===== config.mk =====
export PLATFORM = sky130hd
export DESIGN_NAME = imem_uart_loader_flat
export DESIGN_NICKNAME = d
export VERILOG_FILES = /design/src/rtl/imem_uart_loader_if.sv /design/src/rtl/imem_uart_loader.sv /design/src/flat_wrapper.sv
export SDC_FILE = /design/constraint.sdc
export NUM_CORES = 1
export LEC_CHECK = 0
export CORE_ASPECT_RATIO = 0.9
export CORE_UTILIZATION = 56
export CTS_BUF_LIST = sky130_fd_sc_hd__clkbuf_2
export DETAILED_ROUTE_END_ITERATION = 6
export PLACE_DENSITY = 0.87
export SLEW_MARGIN = 10
export SYNTH_ARGS = -nofsm -noshare
export SYNTH_HDL_FRONTEND = slang
export SYNTH_SLANG_ARGS = --single-unit

===== constraint.sdc =====
create_clock -name clk -period 2.46 [get_ports clk]
set_clock_uncertainty 0.15 [all_clocks]
set_input_delay 0.492 -clock clk [delete_from_list [all_inputs] [get_ports clk]]
set_output_delay 0.492 -clock clk [all_outputs]
set_load 0.05 [all_outputs]

===== src/rtl/imem_uart_loader_if.sv =====
// Instruction-memory write port: the loader drives it (master), the imem consumes it (slave).
interface imem_uart_loader_if #(
   parameter int unsigned ADDR_WIDTH = 16
);
   logic                  imem_wr;
   logic [ADDR_WIDTH-3:0] imem_addr;
   logic [31:0]           imem_wdata;

   modport master (output imem_wr, output imem_addr, output imem_wdata);
   modport slave  (input imem_wr, input imem_addr, input imem_wdata);
endinterface


===== src/rtl/imem_uart_loader.sv =====
// UART (8N1) program-image receiver that packs bytes little-endian into 32-bit imem words
// and holds the CPU in reset while a load is in progress.
module imem_uart_loader #(
   parameter int unsigned CLKS_PER_BIT = 868,
   parameter int unsigned ADDR_WIDTH   = 16
) (
   input  logic                      clk,
   input  logic                      reset,
   input  logic                      load_imem,
   input  logic                      uart0_rxd,
   imem_uart_loader_if.master        imem,
   output logic                      cpu_hold,
   output logic                      load_busy,
   output logic [ADDR_WIDTH-3:0]     word_count,
   output logic                      frame_err
);
   localparam int unsigned WordAw = ADDR_WIDTH - 2;
   localparam int unsigned CntW   = $clog2(CLKS_PER_BIT);
   localparam logic [CntW-1:0] HalfLast = CntW'(CLKS_PER_BIT / 2 - 1);
   localparam logic [CntW-1:0] BitLast  = CntW'(CLKS_PER_BIT - 1);

   typedef enum logic [1:0] {StIdle, StStart, StData, StStop} rx_state_e;

   logic              rxd_meta_q, rxd_meta_d, rxd_s_q, rxd_s_d;
   logic              load_meta_q, load_meta_d, load_s_q, load_s_d, load_prev_q, load_prev_d;
   rx_state_e         state_q, state_d;
   logic [CntW-1:0]   cnt_q, cnt_d;
   logic [2:0]        bit_idx_q, bit_idx_d;
   logic [7:0]        shift_q, shift_d;
   logic              byte_valid_q, byte_valid_d;
   logic [7:0]        byte_q, byte_d;
   logic [1:0]        byte_idx_q, byte_idx_d;
   logic [23:0]       word_q, word_d;
   logic              imem_wr_q, imem_wr_d;
   logic [WordAw-1:0] imem_addr_q, imem_addr_d;
   logic [31:0]       imem_wdata_q, imem_wdata_d;
   logic [WordAw-1:0] word_count_q, word_count_d;
   logic              frame_err_q, frame_err_d;
   logic              cpu_hold_q, cpu_hold_d;

   always_comb begin
      rxd_meta_d   = uart0_rxd;
      rxd_s_d      = rxd_meta_q;
      load_meta_d  = load_imem;
      load_s_d     = load_meta_q;
      load_prev_d  = load_s_q;
      state_d      = state_q;
      cnt_d        = cnt_q + 1'b1;
      bit_idx_d    = bit_idx_q;
      shift_d      = shift_q;
      byte_valid_d = 1'b0;
      byte_d       = byte_q;
      byte_idx_d   = byte_idx_q;
      word_d       = word_q;
      imem_wr_d    = 1'b0;
      imem_addr_d  = imem_addr_q;
      imem_wdata_d = imem_wdata_q;
      word_count_d = word_count_q;
      frame_err_d  = frame_err_q;

      unique case (state_q)
         StIdle: begin
            cnt_d = '0;
            if (!rxd_s_q) state_d = StStart;
         end
         StStart: begin
            if (cnt_q == HalfLast) begin
               cnt_d     = '0;
               bit_idx_d = '0;
               state_d   = rxd_s_q ? StIdle : StData;
            end
         end
         StData: begin
            if (cnt_q == BitLast) begin
               cnt_d     = '0;
               shift_d   = {rxd_s_q, shift_q[7:1]};
               bit_idx_d = bit_idx_q + 1'b1;
               if (bit_idx_q == 3'd7) state_d = StStop;
            end
         end
         StStop: begin
            if (cnt_q == BitLast) begin
               state_d = StIdle;
               if (rxd_s_q) begin
                  byte_valid_d = 1'b1;
                  byte_d       = shift_q;
               end else begin
                  frame_err_d = 1'b1;
               end
            end
         end
         default: state_d = StIdle;
      endcase

      // Load low aborts any frame silently, including one completing this cycle.
      if (!load_s_q) begin
         state_d      = StIdle;
         byte_valid_d = 1'b0;
         frame_err_d  = frame_err_q;
      end

      if (byte_valid_q) begin
         byte_idx_d = byte_idx_q + 1'b1;
         unique case (byte_idx_q)
            2'd0: word_d[7:0]   = byte_q;
            2'd1: word_d[15:8]  = byte_q;
            2'd2: word_d[23:16] = byte_q;
            2'd3: begin
               imem_wr_d    = 1'b1;
               imem_addr_d  = word_count_q;
               imem_wdata_d = {byte_q, word_q};
               word_count_d = word_count_q + 1'b1;
            end
            default: ;
         endcase
      end

      if (load_s_q && !load_prev_q) begin
         word_count_d = '0;
         byte_idx_d   = '0;
         word_d       = '0;
         frame_err_d  = 1'b0;
      end

      cpu_hold_d = load_s_q | imem_wr_d | imem_wr_q;
   end

   always_ff @(posedge clk) begin
      if (reset) begin
         rxd_meta_q   <= 1'b1;
         rxd_s_q      <= 1'b1;
         load_meta_q  <= 1'b0;
         load_s_q     <= 1'b0;
         load_prev_q  <= 1'b0;
         state_q      <= StIdle;
         cnt_q        <= '0;
         bit_idx_q    <= '0;
         shift_q      <= '0;
         byte_valid_q <= 1'b0;
         byte_q       <= '0;
         byte_idx_q   <= '0;
         word_q       <= '0;
         imem_wr_q    <= 1'b0;
         imem_addr_q  <= '0;
         imem_wdata_q <= '0;
         word_count_q <= '0;
         frame_err_q  <= 1'b0;
         cpu_hold_q   <= 1'b0;
      end else begin
         rxd_meta_q   <= rxd_meta_d;
         rxd_s_q      <= rxd_s_d;
         load_meta_q  <= load_meta_d;
         load_s_q     <= load_s_d;
         load_prev_q  <= load_prev_d;
         state_q      <= state_d;
         cnt_q        <= cnt_d;
         bit_idx_q    <= bit_idx_d;
         shift_q      <= shift_d;
         byte_valid_q <= byte_valid_d;
         byte_q       <= byte_d;
         byte_idx_q   <= byte_idx_d;
         word_q       <= word_d;
         imem_wr_q    <= imem_wr_d;
         imem_addr_q  <= imem_addr_d;
         imem_wdata_q <= imem_wdata_d;
         word_count_q <= word_count_d;
         frame_err_q  <= frame_err_d;
         cpu_hold_q   <= cpu_hold_d;
      end
   end

   assign imem.imem_wr    = imem_wr_q;
   assign imem.imem_addr  = imem_addr_q;
   assign imem.imem_wdata = imem_wdata_q;
   assign cpu_hold        = cpu_hold_q;
   assign load_busy       = (state_q != StIdle) | imem_wr_q;
   assign word_count      = word_count_q;
   assign frame_err       = frame_err_q;
endmodule


===== src/flat_wrapper.sv =====
// flat-port wrapper written by rule: the top's interface ports become plain ports
module imem_uart_loader_flat 
#(
   parameter int unsigned CLKS_PER_BIT = 868,
   parameter int unsigned ADDR_WIDTH   = 16
)
  (clk, reset, load_imem, uart0_rxd, cpu_hold, load_busy, word_count, frame_err, imem_imem_wr, imem_imem_addr, imem_imem_wdata);
  imem_uart_loader_if #(.ADDR_WIDTH(ADDR_WIDTH)) imem_i ();
  input  logic clk;
  input  logic reset;
  input  logic load_imem;
  input  logic uart0_rxd;
  output logic cpu_hold;
  output logic load_busy;
  output logic [ADDR_WIDTH-3:0] word_count;
  output logic frame_err;
  output wire logic [$bits(imem_i.imem_wr)-1:0] imem_imem_wr;
  output wire logic [$bits(imem_i.imem_addr)-1:0] imem_imem_addr;
  output wire logic [$bits(imem_i.imem_wdata)-1:0] imem_imem_wdata;
  assign imem_imem_wr = imem_i.imem_wr;
  assign imem_imem_addr = imem_i.imem_addr;
  assign imem_imem_wdata = imem_i.imem_wdata;
  imem_uart_loader #(.CLKS_PER_BIT(CLKS_PER_BIT), .ADDR_WIDTH(ADDR_WIDTH)) u_core (.clk(clk), .reset(reset), .load_imem(load_imem), .uart0_rxd(uart0_rxd), .imem(imem_i), .cpu_hold(cpu_hold), .load_busy(load_busy), .word_count(word_count), .frame_err(frame_err));
endmodule

==> impl_metrics.csv, run 1 <==
group,metric,value,unit
cells_and_area,utilization,0.699,
run_status,outcome,"complete, no violations",
setup_path,path_cells,"clkdlybuf4s15_1",
clock_network,clk_path_buf_depth,2,
grt,met2_usage,0.432,
pwr,p_leak,0.00232,uW
timing,worst_hold_slack,0.109,ns
setup_path,endpoint,"word_count[3]",
detailed_routing,wl,10400,um
detailed_routing,via_per_inst,5.47,
grt,overflow,0,
detailed_routing,drc,0,
synthesis,synth_compound_area_frac,0.102,
synthesis,synth_top_cell_area_share,0.527,
timing,rsz0062_at_grt,"no",
grt,grt_use_met1,0.290,
timing,max_freq,424,MHz
setup_path,rrSetupSlack,0.25,ns
timing,finalSetupTns,0,ns
cells_and_area,finalInstanceArea,0.00569,mm2
cells_and_area,layout_common_cells,"nand2_1, dfxtp_1, a21oi_1, dlygate4sd2_1, nand3_1",
setup_path,critPathLaunch,"u_core.word_count[3]",
pwr,power_density,614,mW/mm2
cells_and_area,fill_cells,650,
floorplan,die_y,89.7,um
place,routabilityCongestion,0.842,
detailed_routing,num_vias,4030,
clock_network,clk_latency,0.68,ns
synthesis,synth_mux_area_frac,0.0251,
place,dp_hpwl,6980,um
synthesis,yosysWarnings,0,
synthesis,syn_nets,583,
grt,grt_start_max_net_pins,51,
cells_and_area,drive_gt1_frac,0.0831,
floorplan,core_area,0.00815,mm2
synthesis,synth_largest_area_cell,"dfxtp_1",
setup_path,crit_buf_inv,1,
clock_network,clk_pin_slew,0.19,ns
synthesis,synth_xor_area_frac,0.0366,
setup_path,r2r_start,"u_core.cnt_q[2]",
synthesis,synthSimpleGateAreaFrac,0.234,
setup_path,reg2reg_to,"u_core.byte_q[7]",
setup_path,slowest_stage,"clkdlybuf4s15_1",
timing,finalSetupViolCount,0,
timing,fin_crit_sh,0.958,
synthesis,synth.cell_area,0.00478,mm2
floorplan,io_pins,68,
synthesis,synth-seq-area-share,0.527,
synthesis,synth_top_family_by_area,"simple AND/OR/NAND/NOR gates",
setup_path,reg2reg_depth,5,
setup_path,cp.depth,1,
grt,grt_first_pass_wirelength,17200,um
setup_path,worst_setup_path_start_kind,"flop",
timing,maxSlewViolCount,0,
timing,layout_min_cycle_time,2.36,ns
synthesis,yosysUniqueCellTypes,37,
grt,grtUsageMet3,0.0712,
timing,slew_headroom,0.617,
cells_and_area,antenna_cells,0,
grt,grt_busiest_layer,"met2",
job,maxCapViolCount,0,
setup_path,crit_path_max_fanout,7,
grt,grt_pass1_vias,3759,
timing,worst_slack,0.102,ns
synthesis,synthCells,564,
detailed_routing,drtIter0Drc,324,
floorplan,start_util,0.587,
clock_network,htreeDepth,4,
cells_and_area,nets,644,
clock_network,cts_sinks,126,
floorplan,row_count,31,
setup_path,slowest_delay,0.56,ns
setup_path,cp_data_required_time,1.82,ns
floorplan,die_x,99.4,um
clock_network,cts_root_buf,"clkbuf_2",
place,portBuffers,67,
cells_and_area,area_growth_syn_to_layout,19.1,%
grt,grt.total_usage,0.248,
timing,worst_pin_slew,0.572,ns
setup_path,critical_path_class,"flop to output port",
place,placed_cell_area,0.00550,mm2
cells_and_area,layout.cells.most_common,"nand2_1",
grt,antenna_found_initial,0,
clock_network,cts_setup_buffers,0,
clock_network,cts-hold-fix-buffers,0,
pwr,ir_drop,0.465,mV
setup_path,critPathCaptureType,"output port",
timing,final_hold_viol_count,0,
place,pre_cts_slack,0.202,ns
min_path,hp-class,"input port to flop",
setup_path,cp.arrival,1.72,ns
synthesis,ys_seq_elements,126,
clock_network,cts_tree,"built",
detailed_routing,wl_per_cell,14.1,um
floorplan,die_area,0.00891,mm2
clock_network,numCtsBuffers,17,
synthesis,synthAdderAreaFrac,0.0392,
synthesis,avgSynthCellArea,8.48,um2
detailed_routing,drtAntennaViolNets,0,
detailed_routing,firstDrtPassIters,5,
synthesis,synthTopCellsByArea,"dfxtp_1, nand2_1, a21oi_1",
setup_path,crit_family,"buffers and inverters",
sequential cells by signal (all words and copies together) (netlist names), named ones only:
register	count
u_core.load_meta_q	1
u_core.bit_idx_q	3
u_core.state_q	1
u_core.byte_idx_q	2
u_core.imem.imem_wdata	32
u_core.frame_err	1
u_core.word_count	14
u_core.cnt_q	10
u_core.shift_q	8
u_core.byte_q	8
u_core.imem.imem_addr	14
u_core.load_prev_d	1
u_core.rxd_meta_q	1
u_core.byte_valid_q	1
u_core.load_prev_q	1
u_core.cpu_hold	1
u_core.word_q	24
u_core.rxd_s_q	1
u_core.imem.imem_wr	1
worst min path at each step:
| stage | cells after the start | start | endpoint | slack (ns) |
|---|---|---|---|---|
| CTS | 2 | reset | u_core.imem.imem_wr | 0.09 |
| detailed placement | 1 | u_core.rxd_meta_q | u_core.rxd_s_q | 0.26 |
| global route | 2 | reset | u_core.imem.imem_wr | 0.09 |
| global placement | 1 | u_core.rxd_meta_q | u_core.rxd_s_q | 0.24 |
| finish | 2 | reset | u_core.imem.imem_wr | 0.11 |
| floorplan | 1 | u_core.rxd_meta_q | u_core.rxd_s_q | 0.24 |
logic make-up after synthesis:
kind of cell	Yosys count
compound gates	92
xor+xnor	20
fa+ha+maj	15
buf+inv	45
flops	126
mux	12
simple gates	254
synthesized netlist by cell type:
library cell / n
nor2b_1: 4
ha_1: 15
and3_1: 5
a22oi_2: 1
nand2b_1: 5
nand2_1: 137
nor2_1: 37
dfxtp_1: 126
mux2i_1: 12
and2_1: 1
xnor2_1: 12
and4_1: 2
a222oi_1: 1
a41oi_1: 1
nor3_1: 6
a21oi_1: 83
clkbuf_1: 28
or3b_2: 1
nand4_1: 2
o21a_1: 1
nand3_1: 41
buf_4: 1
buf_1: 4
or3_1: 3
inv_1: 12
xor2_1: 8
o21ai_0: 2
or2_2: 2
nand2_2: 1
nand3b_1: 2
or4b_1: 1
a21o_1: 2
nor4_1: 1
nand4b_1: 1
a31oi_1: 1
or3b_1: 1
nand4bb_1: 1
routing by layer:
metal / vias up / wire length (um)
li1: 2007 / -
met1: 1834 / 4310
met4: 0 / 225
met5: - / 0
met3: 26 / 693
met2: 163 / 5200
area by class of cell:
class	instances	area (um2)	share of cell area
well taps	99	124	0.0218
multi-input cells	393	2090	0.367
flip-flops and latches	126	2520	0.443
inverters	12	45.0	0.00791
clock inverters	14	183	0.0321
clock buffers	18	90.1	0.0158
repair buffers	75	638	0.112
metrics by stage:
step	instances	power, uW
finish	737	3500
global route	737	3630
CTS	737	3520
detailed placement	705	2140
global placement	705	2140
floorplan	564	2130
power breakdown:
part	internal, uW	leakage (uW)	switching (uW)
combinational	12.4	0.00115	37.7
sequential	2050	0.00102	2.75
clock	591	0.000153	806
repair_timing:
item / CTS / global route
endpoints found under the setup margin: 63 / 5
gates resized for setup: 63 / 8
pin swaps: 0 / 0
No activity file was read; power rests on OpenSTA's default activity.
==> inputs of run 2 (changes only) <==
--- a/config.mk
+++ b/config.mk
@@ -5,11 +5,12 @@
 export SDC_FILE = /design/constraint.sdc
 export NUM_CORES = 1
 export LEC_CHECK = 0
+export ABC_AREA = 1
 export CORE_ASPECT_RATIO = 0.9
 export CORE_UTILIZATION = 56
 export CTS_BUF_LIST = sky130_fd_sc_hd__clkbuf_2
 export DETAILED_ROUTE_END_ITERATION = 6
-export PLACE_DENSITY = 0.87
+export PLACE_DENSITY = 0.86
 export SLEW_MARGIN = 10
 export SYNTH_ARGS = -nofsm -noshare
 export SYNTH_HDL_FRONTEND = slang
==> run 2 against run 1 <==
  * Critical path depth grew 3
  * Total power is 3.3% lower
  * Sequential cell count stayed put
  * Worst hold slack improved by 0.058 ns
  * Area after synthesis rose by 3.0%
  * Largest cell class unchanged
  * Worst setup slack better by 0.035 ns
  * Synthesized cell count is 12% higher
  * Maximum frequency up 1.5%
  * Critical endpoint is now load_busy
  * Final cell count increased by 12%
  * First-iteration DRC count shrank 34%
==> impl_metrics.csv, run 2 <==
group,metric,value,unit
run_status,outcome,"complete, no violations",
timing,final_hold_viol_count,0,
clock_network,cts_setup_buffers,0,
floorplan,io_pins,68,
timing,max_freq,431,MHz
synthesis,yosysUniqueCellTypes,31,
timing,finalSetupViolCount,0,
synthesis,synth_edf_count,0,
clock_network,clk_path_buf_depth,2,
timing,slew_headroom,0.409,
floorplan,start_util,0.575,
timing,fin_crit_sh,0.944,
setup_path,crit_buf_inv,2,
clock_network,cts_tree,"built",
synthesis,yosysWarnings,0,
clock_network,cts_root_buf,"clkbuf_2",
synthesis,synthCells,630,
synthesis,avgSynthCellArea,7.82,um2
clock_network,post_cts_resize_count,63,
detailed_routing,wl,10000,um
place,dp.cells,797,
cells_and_area,largest_reg_flops,32,
pwr,p_leak,0.00259,uW
synthesis,ys_seq_elements,126,
timing,rsz0062_at_grt,"no",
synthesis,synthTopCellsByArea,"dfxtp_1, nor2_1, nand2_1",
detailed_routing,wl_per_cell,12.1,um
synthesis,synth_top_cell_area_share,0.512,
detailed_routing,drc,0,
setup_path,cp_data_required_time,1.82,ns
cells_and_area,antenna_cells,0,
synthesis,synth_common_cells,"dfxtp_1, nor2_1, nand2_1, o21ai_0, a21oi_1",
timing,worst_hold_slack,0.167,ns
setup_path,critical_path_class,"flop to output port",
cells_and_area,fill_cells,752,
pwr,power_density,578,mW/mm2
detailed_routing,drtIter0Drc,213,
detailed_routing,firstDrtPassIters,4,
timing,finalSetupTns,0,ns
floorplan,die_y,91.0,um
grt,grt_first_pass_wirelength,16700,um
timing,layout_min_cycle_time,2.32,ns
grt,grt_start_max_net_pins,58,
detailed_routing,num_vias,4190,
grt,grt_pass1_vias,3845,
cells_and_area,final_cells,829,
floorplan,die_x,101,um
synthesis,ys_async_sr_fraction,0,
clock_network,htreeDepth,4,
synthesis,synth-seq-area-share,0.512,
cells_and_area,seq_area,0.00252,mm2
job,maxCapViolCount,0,
detailed_routing,drtAntennaViolNets,0,
floorplan,core_area,0.00857,mm2
clock_network,cts-hold-fix-buffers,0,
grt,grt.total_usage,0.232,
cells_and_area,utilization,0.683,
synthesis,synth_largest_area_cell,"dfxtp_1",
grt,overflow,0,
floorplan,die_area,0.00918,mm2
setup_path,cp.arrival,1.68,ns
cells_and_area,multi_input_comb_area,0.00208,mm2
synthesis,synth_most_common_cell,"dfxtp_1",
clock_network,clk_latency,0.68,ns
place,routabilityCongestion,0.823,
setup_path,critPathCaptureType,"output port",
pwr,ir_drop,0.459,mV
setup_path,slowest_stage,"dfxtp_1",
timing,maxSlewViolCount,0,
clock_network,cts_sinks,126,
cells_and_area,drive_gt1_frac,0.0915,
cells_and_area,layout.cells.most_common,"dfxtp_1",
synthesis,synth.cell_area,0.00493,mm2
setup_path,slowest_delay,0.44,ns
setup_path,path_cells,"inv_1 -> ha_1 -> nand2_1 -> buf_4",
synthesis,synth_top_flop_cell,"dfxtp_1",
place,portBuffers,67,
setup_path,crit_path_max_fanout,5,
timing,worst_pin_slew,0.886,ns
setup_path,worst_setup_path_start_kind,"flop",
cells_and_area,nets,716,
min_path,hp-class,"input port to flop",
detailed_routing,via_per_inst,5.05,
setup_path,crit_family,"flip-flops",
pwr,power,3380,uW
cells_and_area,area_growth_syn_to_layout,18.8,%
place,dp_hpwl,6950,um
clock_network,clk_pin_slew,0.19,ns
clock_network,numCtsBuffers,17,
cells_and_area,layout_common_cells,"dfxtp_1, nor2_1, nand2_1, dlygate4sd2_1, o21ai_0",
synthesis,syn_nets,649,
floorplan,row_count,32,
grt,antenna_found_initial,0,
-- run 2: metrics by stage --
step / setup WS [ns] / instance area (um2)
2_1_floorplan: 0.582 / 4930
3_3_place_gp: 0.535 / 5690
3_5_place_dp: 0.474 / 5690
4_1_cts: 0.000569 / 5850
5_1_grt: 0.0131 / 5850
6_report: 0.138 / 5850
-- run 2: cells by family (layout without fill, tap and decap cells) --
family | count (synthesis) | in the layout | synth area share
compound gates | 123 | 123 | 0.126
simple gates | 279 | 279 | 0.247
fa+ha+maj | 15 | 15 | 0.0381
flops | 126 | 126 | 0.512
xor+xnor | 6 | 6 | 0.0107
buf+inv | 81 | 161 | 0.0660
-- run 2: power breakdown --
| part | switching, uW | internal [uW] | total, uW |
|---|---|---|---|
| clock network | 855 | 401 | 1260 |
| registers | 2.02 | 2050 | 2050 |
| logic | 50.1 | 23.4 | 73.5 |
-- run 2: cell type report --
class | instances | area share
Clock buffer | 17 | 0.0145
Sequential cell | 126 | 0.431
Inverter | 57 | 0.0374
Timing Repair Buffer | 72 | 0.109
Clock inverter | 15 | 0.0261
Tap cell | 119 | 0.0254
Multi-Input combinational cell | 423 | 0.356
-- run 2: final timing paths --
check / endpoint / cells after the start / from / slack [ns]
setup reg to reg: u_core.imem.imem_addr[2] / 6 / u_core.byte_idx_q[0] / 0.47
setup / recovery: load_busy / 4 / flop / 0.14
hold / removal: u_core.load_meta_q / 3 / load_imem / 0.17
hold reg to reg: u_core.load_prev_d / 2 / u_core.load_meta_q / 0.27
-- run 2: layer usage --
metal / vias to the layer above / part of all wire / global-route usage
li1: 2144 / - / -
met3: 15 / 0.047 / 0.0739
met4: 0 / 0.014 / 0.0785
met2: 105 / 0.50 / 0.407
met1: 1926 / 0.44 / 0.264
met5: - / 0 / 0
-- run 2: worst reg2reg max path: cells and delay by family, from the launching register on --
kind / cells / cell delay (ns)
compound gates: 1 / 0.21
buf+inv: 2 / 0.60
simple gates: 2 / 0.32
fa+ha+maj: 1 / 0.21
flops: 1 / 0.43
